File: src/rtl/uart_tx_fifo.sv
// Purpose: byte FIFO feeding the UART serializer through a tx_load/tx_done handshake.
// Latency: a byte written into an empty, idle FIFO is popped one edge later; tx_load pulses in the following cycle.
// Backpressure: writes while full are dropped and latch the sticky overflow flag; the drain waits on tx_done.
module uart_tx_fifo #(
    parameter int DEPTH = 16,
    parameter int AW    = 4
) (
    input  logic          clk,
    input  logic          rst,
    input  logic          flush,
    input  logic          wr_en,
    input  logic [7:0]    wr_data,
    output logic          full,
    output logic          empty,
    output logic [AW:0]   count,
    output logic          overflow,
    output logic [7:0]    tx_data,
    output logic          tx_load,
    input  logic          tx_done
);

    localparam logic [AW:0] FULL_CNT = (AW+1)'(DEPTH);
    localparam logic [AW:0] CNT_ONE  = (AW+1)'(1);
    localparam logic [AW-1:0] PTR_ONE = AW'(1);

    typedef enum logic [1:0] {
        ST_IDLE = 2'd0,
        ST_LOAD = 2'd1,
        ST_WAIT = 2'd2
    } state_t;

    state_t          state;
    state_t          state_nxt;
    logic [7:0]      mem [DEPTH];
    logic [AW-1:0]   wr_ptr;
    logic [AW-1:0]   rd_ptr;
    logic [AW:0]     count_nxt;
    logic            pop;
    logic            wr_acc;
    logic            ovf_set;

    // Full is judged before any pop on the same edge, so a write into a
    // full buffer is dropped even if a byte leaves in that cycle.
    assign wr_acc  = wr_en && !full && !flush;
    assign ovf_set = wr_en &&  full && !flush;

    // Drain FSM: decides when to pop and drives the one-cycle tx_load.
    // A flush suppresses a due pop and parks the FSM in IDLE instead.
    always_comb begin
        state_nxt = state;
        pop       = 1'b0;
        tx_load   = 1'b0;
        case (state)
            ST_IDLE: begin
                if (!empty && !flush) begin
                    pop       = 1'b1;
                    state_nxt = ST_LOAD;
                end
            end
            ST_LOAD: begin
                tx_load   = 1'b1;
                state_nxt = ST_WAIT;
            end
            ST_WAIT: begin
                if (tx_done) begin
                    if (!empty && !flush) begin
                        pop       = 1'b1;
                        state_nxt = ST_LOAD;
                    end else begin
                        state_nxt = ST_IDLE;
                    end
                end
            end
            default: state_nxt = ST_IDLE;
        endcase
    end

    // Occupancy after this edge; a simultaneous write and pop cancel out.
    always_comb begin
        count_nxt = count;
        if (flush) begin
            count_nxt = '0;
        end else begin
            case ({wr_acc, pop})
                2'b10:   count_nxt = count + CNT_ONE;
                2'b01:   count_nxt = count - CNT_ONE;
                default: count_nxt = count;
            endcase
        end
    end

    // Storage array; contents need no reset since pointers gate visibility.
    always_ff @(posedge clk) begin
        if (wr_acc) begin
            mem[wr_ptr] <= wr_data;
        end
    end

    // Pointers, occupancy, registered flags and sticky overflow.
    always_ff @(posedge clk) begin
        if (rst) begin
            wr_ptr   <= '0;
            rd_ptr   <= '0;
            count    <= '0;
            full     <= 1'b0;
            empty    <= 1'b1;
            overflow <= 1'b0;
        end else begin
            count <= count_nxt;
            full  <= (count_nxt == FULL_CNT);
            empty <= (count_nxt == '0);
            if (flush) begin
                wr_ptr   <= '0;
                rd_ptr   <= '0;
                overflow <= 1'b0;
            end else begin
                if (wr_acc) begin
                    wr_ptr <= wr_ptr + PTR_ONE;
                end
                if (pop) begin
                    rd_ptr <= rd_ptr + PTR_ONE;
                end
                if (ovf_set) begin
                    overflow <= 1'b1;
                end
            end
        end
    end

    // FSM state register and the byte handed to the serializer; flush
    // leaves both alone so an already loaded frame runs to completion.
    always_ff @(posedge clk) begin
        if (rst) begin
            state   <= ST_IDLE;
            tx_data <= 8'h00;
        end else begin
            state <= state_nxt;
            if (pop) begin
                tx_data <= mem[rd_ptr];
            end
        end
    end

endmodule

File: config.mk
export PLATFORM = sky130hd
export DESIGN_NAME = uart_tx_fifo
export DESIGN_NICKNAME = d
export VERILOG_FILES = /design/src/rtl/uart_tx_fifo.sv
export SDC_FILE = /design/constraint.sdc
export NUM_CORES = 1
export LEC_CHECK = 0
export CAP_MARGIN = 15
export CORE_ASPECT_RATIO = 0.75
export CORE_MARGIN = 1
export CORE_UTILIZATION = 50
export DETAILED_ROUTE_END_ITERATION = 12
export PLACE_DENSITY = 0.79
export REMOVE_ABC_BUFFERS = 1
export SLEW_MARGIN = 40
export SYNTH_ARGS = -nofsm -noshare
export SYNTH_HDL_FRONTEND = slang
export SYNTH_SLANG_ARGS = --single-unit
File: constraint.sdc
create_clock -name clk -period 5 [get_ports clk]
set_input_delay 1.25 -clock clk [delete_from_list [all_inputs] [get_ports clk]]
set_output_delay 1.25 -clock clk [all_outputs]
set_load 0.02 [all_outputs]
==> flow_metrics.env, run 1 <==
export IMPL_synth_top_area_share_pct=63.1
export IMPL_tns_ns=0
export IMPL_drtAntennaViolNets=0
export IMPL_critical_path_class="in -> reg"
export IMPL_met3_usage_pct=5.45
export IMPL_num_vias=3289
export IMPL_required_ns=5.29
export IMPL_io_pins=30
export IMPL_hold_viol=0
export IMPL_drv_cap=0
export IMPL_ir_drop_v=0.000380
export IMPL_drtIter0Drc=372
export IMPL_io_buffers=29
export IMPL_area_growth_pct=17.7
export IMPL_synth_flop_cell="edfxtp_1"
export IMPL_post_cts_resized=0
export IMPL_dr_pass1_iters=5
export IMPL_hp_class="reg -> reg"
export IMPL_diodes=0
export IMPL_start_util_pct=51.9
export IMPL_ys_types=34
export IMPL_synth_area_leaders="edfxtp_1 (63%), mux4_2 (12%), dfxtp_1 (8.5%), nor2_1 (2.3%), a21oi_1 (2.2%)"
export IMPL_fin_cells=568
export IMPL_yosysTopAreaCell="edfxtp_1"
export IMPL_rsz0062_at_grt="no"
export IMPL_use_met1_pct=31.5
export IMPL_vias_per_cell=5.79
export IMPL_hold_buffers=0
export IMPL_cp_max_fo=4
export IMPL_max_freq_mhz=298
export IMPL_placedCellCount=537
export IMPL_htree_levels=4
export IMPL_netlist_area_mm2=0.00609
export IMPL_seq_area_frac_synth_pct=71.6
export IMPL_synth_edff_count=128
export IMPL_gp_congestion=0.807
export IMPL_grt_pass1_wl_um=19200
export IMPL_drt_wl_total_um=12400
export IMPL_critPathLaunch="flush"
export IMPL_num_rows=34
export IMPL_grt_max_degree=36
export IMPL_setup_slack_ns=1.64
export IMPL_cts_sinks=154
export IMPL_r2r_start="empty"
export IMPL_setup_viol=0
export IMPL_yosysWarnings=0
export IMPL_grt_use_total_pct=22.0
export IMPL_worst_pin_slew_ns=0.808
export IMPL_core_mm2=0.0117
export IMPL_hold_start="overflow"
export IMPL_ys_seq_elements=154
export IMPL_cts_buffer_depth=2
export IMPL_p_per_area_mw_per_mm2=389
export IMPL_avgSynthCellArea_um2=17.0
export IMPL_wire_per_inst_um=21.8
export IMPL_slew_viol_final=0
export IMPL_slew_headroom_pct=45.9
export IMPL_fin_skew_ns=0.00756
export IMPL_placed_area_mm2=0.00656
export IMPL_cts_tree="yes"
export IMPL_drc=0
export IMPL_grt_overflow_total=0
export IMPL_die_w_um=129
export IMPL_start_kind="input pin"
export IMPL_cp_arrival_ns=3.65
export IMPL_dpl_hpwl_um=7790
export IMPL_min_period_over_period_pct=67.1
export IMPL_final_area_mm2=0.00717
export IMPL_die_y_um=97.6
export IMPL_die_area_mm2=0.0126
export IMPL_synthArstFlopShare_pct=0
export IMPL_clkTransAtPathRegs_ns=0.06
export IMPL_post_place_ws_ns=1.25
export IMPL_cts_root_buf="clkbuf_16"
export IMPL_numCtsBuffers=17
export IMPL_post_cts_setup_buffer_count=0
export IMPL_finalNetCount=414
export IMPL_top_usage_layer="met2"
export IMPL_status="finished, final reports clean"
export IMPL_grt_use_met2_pct=32.8
export IMPL_fin_crit_ns=3.36
export IMPL_synth_cells=359
export IMPL_leakage_nw=2.28
export IMPL_clock_latency_ns=0.42
export IMPL_drive_gt1_share_pct=19.2
export IMPL_antenna_found_initial=0
export IMPL_end_kind="flop"
export IMPL_power_mw=2.79
export IMPL_first_global_vias=3325
## state kept, by name, summed over array words and instances, names as in the netlist
register,count
tx_data,8
overflow,1
full,1
mem,128
rd_ptr,4
count,5
empty,1
wr_ptr,4
state,2
## cell usage in the layout, fill, tap and decap left out, types with 9 or more instances in the layout
| cell type | n |
|---|---|
| mux4_2 | 32 |
| nand2_1 | 11 |
| edfxtp_1 | 128 |
| a22oi_1 | 16 |
| xor2_1 | 9 |
| clkdlybuf4s50_1 | 29 |
| nor2_1 | 33 |
| dfxtp_1 | 25 |
| clkbuf_16 | 17 |
| a21oi_1 | 27 |
## worst max-delay path, stage by stage
cell and delay (ns):
clkdlybuf4s50_1 0.46, or3_4 0.36, nor3_2 0.33, xor2_1 0.20, ha_1 0.21, a21oi_1 0.08, nor4b_1 0.27, a31oi_1 0.12
xor2_1 0.28, nor3_2 0.07
## metal layers
metal / vias up / part of all wire, %
met5: - / 0
li1: 1473 / -
met1: 1685 / 44
met2: 117 / 48
met4: 0 / 1.4
met3: 14 / 7.4
## cell type report
| cell class | count | area [µm²] |
|---|---|---|
| Clock buffer | 17 | 425 |
| Timing Repair Buffer | 36 | 343 |
| Sequential cell | 154 | 4370 |
| Multi-Input combinational cell | 180 | 1640 |
| Tap cell | 162 | 203 |
| Inverter | 5 | 18.8 |
| Fill cell | 856 | 4570 |
| Clock inverter | 14 | 179 |
## kinds of logic after synthesis
family | after synthesis | synth area share (%)
flops | 154 | 71.6
fa+ha+maj | 7 | 1.44
compound gates | 51 | 5.20
mux | 33 | 12.0
xor+xnor | 13 | 1.87
simple gates | 76 | 6.26
buf+inv | 25 | 1.62
## Yosys cell counts (all sizes together) (3+ instances only)
| cell type | number |
|---|---|
| ha | 7 |
| a22oi | 16 |
| nor2 | 37 |
| nor4 | 3 |
| dfxtp | 26 |
| nand2b | 5 |
| nand2 | 11 |
| xnor2 | 4 |
| nor3 | 7 |
| clkbuf | 12 |
| a21oi | 27 |
| buf | 8 |
| mux4 | 32 |
| inv | 5 |
| nor2b | 4 |
| xor2 | 9 |
| edfxtp | 128 |
## power by group
group          switching (mW)  internal (mW)
Sequential            0.00471           1.40
Clock                   0.486          0.825
Combinational          0.0504         0.0311
## path summary, 6_finish.rpt
check | endpoint | slack, ns | cells past startpoint
min reg2reg | overflow | 0.48 | 2
min | overflow | 0.48 | 2
max | full | 1.64 | 10
max reg2reg | full | 2.58 | 9
## through the flow
| stage | util, % | hold slack, ns |
|---|---|---|
| floorplan | - | 0.482 |
| global placement | 55.9 | 0.452 |
| detailed placement | 55.9 | 0.465 |
| CTS | 61.0 | 0.481 |
| global route | 61.1 | 0.522 |
| finish | 61.1 | 0.475 |
No activity file was read; power rests on OpenSTA's default activity.
==> inputs of run 2 (changes only) <==
--- a/config.mk
+++ b/config.mk
@@ -10,7 +10,7 @@
 export CORE_MARGIN = 1
 export CORE_UTILIZATION = 50
 export DETAILED_ROUTE_END_ITERATION = 12
-export PLACE_DENSITY = 0.79
+export PLACE_DENSITY = 0.82
 export REMOVE_ABC_BUFFERS = 1
 export SLEW_MARGIN = 40
 export SYNTH_ARGS = -nofsm -noshare
==> constraint.sdc (replaced) <==
create_clock -name clk -period 3 [get_ports clk]
set_input_delay 0.75 -clock clk [delete_from_list [all_inputs] [get_ports clk]]
set_output_delay 0.75 -clock clk [all_outputs]
set_load 0.02 [all_outputs]
==> flow_metrics.env, run 2 (same netlist as run 1, synthesis figures left out) <==
export IMPL_status="finished, final reports clean"
export IMPL_largest_reg_flops=128
export IMPL_max_freq_mhz=373
export IMPL_fill_cells=836
export IMPL_min_period_over_period_pct=89.3
export IMPL_final_util_pct=62.5
export IMPL_slowest_delay_ns=0.43
export IMPL_fin_skew_ns=0.0126
export IMPL_r2r_cells=9
export IMPL_antenna_found_initial=0
export IMPL_cts_root_buf="clkbuf_16"
export IMPL_final_common_cell="edfxtp_1"
export IMPL_hold_start="overflow"
export IMPL_numCtsBuffers=17
export IMPL_drtIter0Drc=381
export IMPL_gp_congestion=0.786
export IMPL_post_cts_resized=0
export IMPL_final_cell_mix="edfxtp_1 (128), nor2_1 (37), buf_4 (36)"
export IMPL_drv_cap=0
export IMPL_post_cts_setup_buffer_count=0
export IMPL_power_mw=4.47
export IMPL_ir_drop_v=0.000808
export IMPL_p_per_area_mw_per_mm2=608
export IMPL_grt_overflow_total=0
export IMPL_wire_per_inst_um=21.0
export IMPL_slew_viol_final=0
export IMPL_path_delay_family="simple AND/OR/NAND/NOR gates"
export IMPL_cts_sinks=154
export IMPL_fin_crit_ns=2.68
export IMPL_drive_gt1_share_pct=24.5
export IMPL_cp_max_fo=5
export IMPL_holdWs_ns=0.482
export IMPL_r2r_end="count[4]"
export IMPL_cts_buffer_depth=2
export IMPL_regMostFlops="mem"
export IMPL_grt_use_total_pct=22.1
export IMPL_start_kind="input pin"
export IMPL_hold_path_end="overflow"
export IMPL_slew_headroom_pct=52.5
export IMPL_start_util_pct=51.9
export IMPL_grt_pass1_wl_um=19500
export IMPL_cp_arrival_ns=2.98
export IMPL_io_buffers=29
export IMPL_num_vias=3388
export IMPL_leakage_nw=2.42
export IMPL_rsz0062_at_grt="no"
export IMPL_setup_viol=0
export IMPL_die_area_mm2=0.0126
export IMPL_hp_class="reg -> reg"
export IMPL_dr_pass1_iters=5
export IMPL_diodes=0
export IMPL_first_global_vias=3483
export IMPL_hold_buffers=0
export IMPL_hold_viol=0
export IMPL_num_rows=34
export IMPL_crit_buf_inv=3
export IMPL_path_cells="clkdlybuf4s50_1 > buf_4 > nor3_1 > nand2_1 > inv_1 > ha_1 > o31ai_1 > nor4_1 > nor4_4 > xnor2_1 > o211ai_2 > o21bai_1"
export IMPL_r2r_slack_ns=0.71
export IMPL_die_w_um=129
export IMPL_htree_levels=4
export IMPL_placedCellCount=566
export IMPL_drt_wl_total_um=12500
export IMPL_io_pins=30
export IMPL_fin_cells=598
export IMPL_dpl_hpwl_um=8350
export IMPL_clkTransAtPathRegs_ns=0.06
export IMPL_area_growth_pct=20.5
export IMPL_r2r_start="empty"
export IMPL_vias_per_cell=5.67
export IMPL_reg_top3="mem x128, tx_data x8, count x5"
export IMPL_end_kind="flop"
export IMPL_whs_path_depth=2
export IMPL_finalNetCount=443
export IMPL_die_y_um=97.6
export IMPL_multi_input_area_mm2=0.00163
export IMPL_core_mm2=0.0117
export IMPL_worst_pin_slew_ns=0.711
export IMPL_clock_latency_ns=0.42
export IMPL_drtAntennaViolNets=0
export IMPL_cts_tree="yes"
export IMPL_tns_ns=0
export IMPL_required_ns=3.31
export IMPL_regArea_mm2=0.00437
export IMPL_critical_path_class="in -> reg"
export IMPL_grt_max_degree=36
export IMPL_drc=0
export IMPL_crit_slowest_cell="clkdlybuf4s50_1"
[run 2: routing by layer]
layer | wire [µm] | global-route usage, % | up-vias
met1 | 5300 | 31.4 | 1691
met2 | 6040 | 33.3 | 146
met4 | 172 | 5.99 | 0
met3 | 1040 | 6.94 | 17
met5 | 0 | 0 | -
li1 | - | - | 1534
[run 2: final cells by class]
cell class | count | area share (%)
flip-flops and latches | 154 | 59.4
multi-input cells | 180 | 22.2
repair buffers | 65 | 7.63
clock buffers | 20 | 6.51
well taps | 162 | 2.76
clock inverters | 12 | 1.19
inverters | 5 | 0.256
[run 2: how the worst max path moves through the flow]
stage	slack, ns	end	depth (start not counted)	start
floorplan	0.29	empty	10	flush
global placement	0.04	empty	12	flush
detailed placement	-0.09	empty	12	flush
CTS	0.36	empty	12	flush
global route	0.11	empty	12	flush
finish	0.32	empty	12	flush
[run 2: stage by stage]
stage | setup slack, ns | instance area, µm²
final | 0.322 | 7340
after detailed placement | -0.0873 | 6780
after floorplan | 0.292 | 6010
after global placement | 0.0421 | 6780
after CTS | 0.357 | 7340
after global routing | 0.111 | 7340
[run 2: power breakdown]
| group | leakage (nW) | switching [mW] | internal [mW] | total (mW) |
|---|---|---|---|---|
| combinational | 0.778 | 0.0816 | 0.0597 | 0.141 |
| sequential | 1.36 | 0.00980 | 2.33 | 2.34 |
| clock | 0.282 | 0.834 | 1.15 | 1.99 |
| total | 2.42 | 0.925 | 3.54 | 4.47 |
[run 2: tightest hold or removal path, stage by stage (launching register included)]
cell and delay, ns:
dfxtp_1 0.33, a21oi_1 0.04, nor2_1 0.08
==> inputs of run 3 (changes only) <==
==> constraint.sdc (replaced) <==
create_clock -name clk -period 2.46 [get_ports clk]
set_input_delay 0.615 -clock clk [delete_from_list [all_inputs] [get_ports clk]]
set_output_delay 0.615 -clock clk [all_outputs]
set_load 0.02 [all_outputs]
==> flow_metrics.env, run 3 (same netlist as run 1, synthesis figures left out) <==
export IMPL_wire_per_inst_um=21.2
export IMPL_required_ns=2.81
export IMPL_slew_headroom_pct=48.3
export IMPL_setup_viol=0
export IMPL_diodes=0
export IMPL_holdWs_ns=0.468
export IMPL_cts_tree="yes"
export IMPL_hold_start="overflow"
export IMPL_end_kind="flop"
export IMPL_die_y_um=97.6
export IMPL_slew_viol_final=0
export IMPL_multi_input_area_mm2=0.00168
export IMPL_hold_viol=0
export IMPL_dr_pass1_iters=5
export IMPL_drc=0
export IMPL_drtIter0Drc=323
export IMPL_drv_cap=0
export IMPL_io_buffers=29
export IMPL_finalNetCount=447
export IMPL_grt_use_total_pct=22.6
export IMPL_cp_arrival_ns=2.69
export IMPL_rsz0062_at_grt="no"
export IMPL_drt_wl_total_um=12800
export IMPL_path_delay_family="simple AND/OR/NAND/NOR gates"
export IMPL_max_freq_mhz=428
export IMPL_critPathLaunch="wr_en"
export IMPL_fill_cells=816
export IMPL_io_pins=30
export IMPL_clkTransAtPathRegs_ns=0.06
export IMPL_htree_levels=4
export IMPL_pwr_share_seq_pct=50.2
export IMPL_antenna_found_initial=0
export IMPL_pwr_share_clk_pct=46.6
export IMPL_ir_drop_v=0.000619
export IMPL_critical_path_class="in -> reg"
export IMPL_r2r_start="empty"
export IMPL_clock_latency_ns=0.42
export IMPL_path_common_cell="a21oi_1"
export IMPL_min_period_over_period_pct=95.0
export IMPL_largest_reg_flops=128
export IMPL_switching_share_pct=20.2
export IMPL_num_vias=3401
export IMPL_cts_sinks=154
export IMPL_numCtsBuffers=17
export IMPL_gp_congestion=0.819
export IMPL_path_cells="clkdlybuf4s50_1 > nor2b_2 > nor3_4 > xor2_1 > ha_2 > nor3b_1 > a21oi_1 > a21oi_1 > o211ai_2 > o21bai_1"
export IMPL_reg_top3="mem x128, tx_data x8, count x5"
export IMPL_hp_class="reg -> reg"
export IMPL_drive_gt1_share_pct=27.0
export IMPL_leakage_nw=2.48
export IMPL_placed_area_mm2=0.00683
export IMPL_p_per_area_mw_per_mm2=757
export IMPL_cp_max_fo=3
export IMPL_grt_overflow_total=0
export IMPL_fin_skew_ns=0.00774
export IMPL_vias_per_cell=5.65
export IMPL_start_kind="input pin"
export IMPL_hold_buffers=0
export IMPL_final_area_mm2=0.00750
export IMPL_cts_root_buf="clkbuf_16"
export IMPL_combinationalPowerShare_pct=3.3
export IMPL_intPower_mw=4.53
export IMPL_drtAntennaViolNets=0
export IMPL_regArea_mm2=0.00437
export IMPL_slowest_delay_ns=0.44
export IMPL_grt_max_degree=36
export IMPL_start_util_pct=51.9
export IMPL_post_cts_setup_buffer_count=0
export IMPL_crit_buf_inv=1
export IMPL_cts_buffer_depth=2
export IMPL_grt_pass1_wl_um=19800
export IMPL_die_area_mm2=0.0126
export IMPL_area_growth_pct=23.1
export IMPL_crit_slowest_cell="clkdlybuf4s50_1"
export IMPL_final_common_cell="edfxtp_1"
export IMPL_regMostFlops="mem"
export IMPL_status="finished, final reports clean"
export IMPL_first_global_vias=3497
export IMPL_p_sw_mw=1.15
export IMPL_fin_crit_ns=2.34
export IMPL_final_cell_mix="edfxtp_1 (128), buf_4 (38), nor2_1 (37)"
export IMPL_dpl_hpwl_um=8230
export IMPL_final_util_pct=63.9
export IMPL_die_w_um=129
export IMPL_worst_pin_slew_ns=0.773
export IMPL_core_mm2=0.0117
export IMPL_num_rows=34
run 3: cell types whose count changed in the layout (fill, tap and decap cells not counted), sizes merged:
cell,delta
clkinv,-5
buf,+4
inv,+3
clkbuf,+2
bufinv,+1
clkdlybuf4s50,-1
clkinvlp,-1
dlymetal6s2s,+1
run 3: worst reg2reg max path, delay by kind of cell (launching register included):
| kind | cells | cell delay, ns |
|---|---|---|
| and+or+nand+nor | 3 | 0.77 |
| AOI/OAI and AO/OA | 4 | 0.52 |
| DFF | 1 | 0.35 |
| adders and majority gates | 1 | 0.31 |
| xor gates and xnor gates | 1 | 0.18 |
run 3: final timing paths:
kind         slack [ns]       end  cells past startpoint
max                0.12     empty                     10
min                0.47  overflow                      2
max reg2reg        0.26     empty                      9
min reg2reg        0.47  overflow                      2
run 3: area by class of cell:
class                   instances  share of cell area [%]
multi-input cells             180                    22.4
well taps                     162                    2.70
inverters                       5                   0.250
clock buffers                  22                    6.90
flip-flops and latches        154                    58.2
clock inverters                10                    1.30
repair buffers                 69                    8.24
run 3: stage by stage:
step	setup WS [ns]	TNS, ns	instances	power, mW
2_1_floorplan	-0.238	-2.11	339	2.97
3_3_place_gp	-0.315	-1.55	570	3.07
3_5_place_dp	-0.509	-2.32	570	3.08
4_1_cts	0.0296	0	602	5.70
5_1_grt	0.0245	0	602	5.83
6_report	0.122	0	602	5.68
run 3: what timing repair did:
action,4_1_cts,5_1_grt
pin swaps,0,6
gates resized for setup,1,11
endpoints found under the hold margin,0,0
endpoints found under the setup margin,3,5
run 3: layer usage:
layer	vias up	wire [µm]	global-route usage, %
li1	1535	-	-
met1	1745	5490	30.5
met2	109	6260	34.8
met3	12	793	6.72
met4	0	209	8.77
met5	-	0	0
run 3: power groups by stage:
stage | clock network, mW | registers, mW | logic, mW
2_1_floorplan | 0 | 2.91 | 0.0655
3_3_place_gp | 0 | 2.90 | 0.171
3_5_place_dp | 0 | 2.90 | 0.180
4_1_cts | 2.68 | 2.85 | 0.181
5_1_grt | 2.78 | 2.85 | 0.201
6_report | 2.64 | 2.85 | 0.186
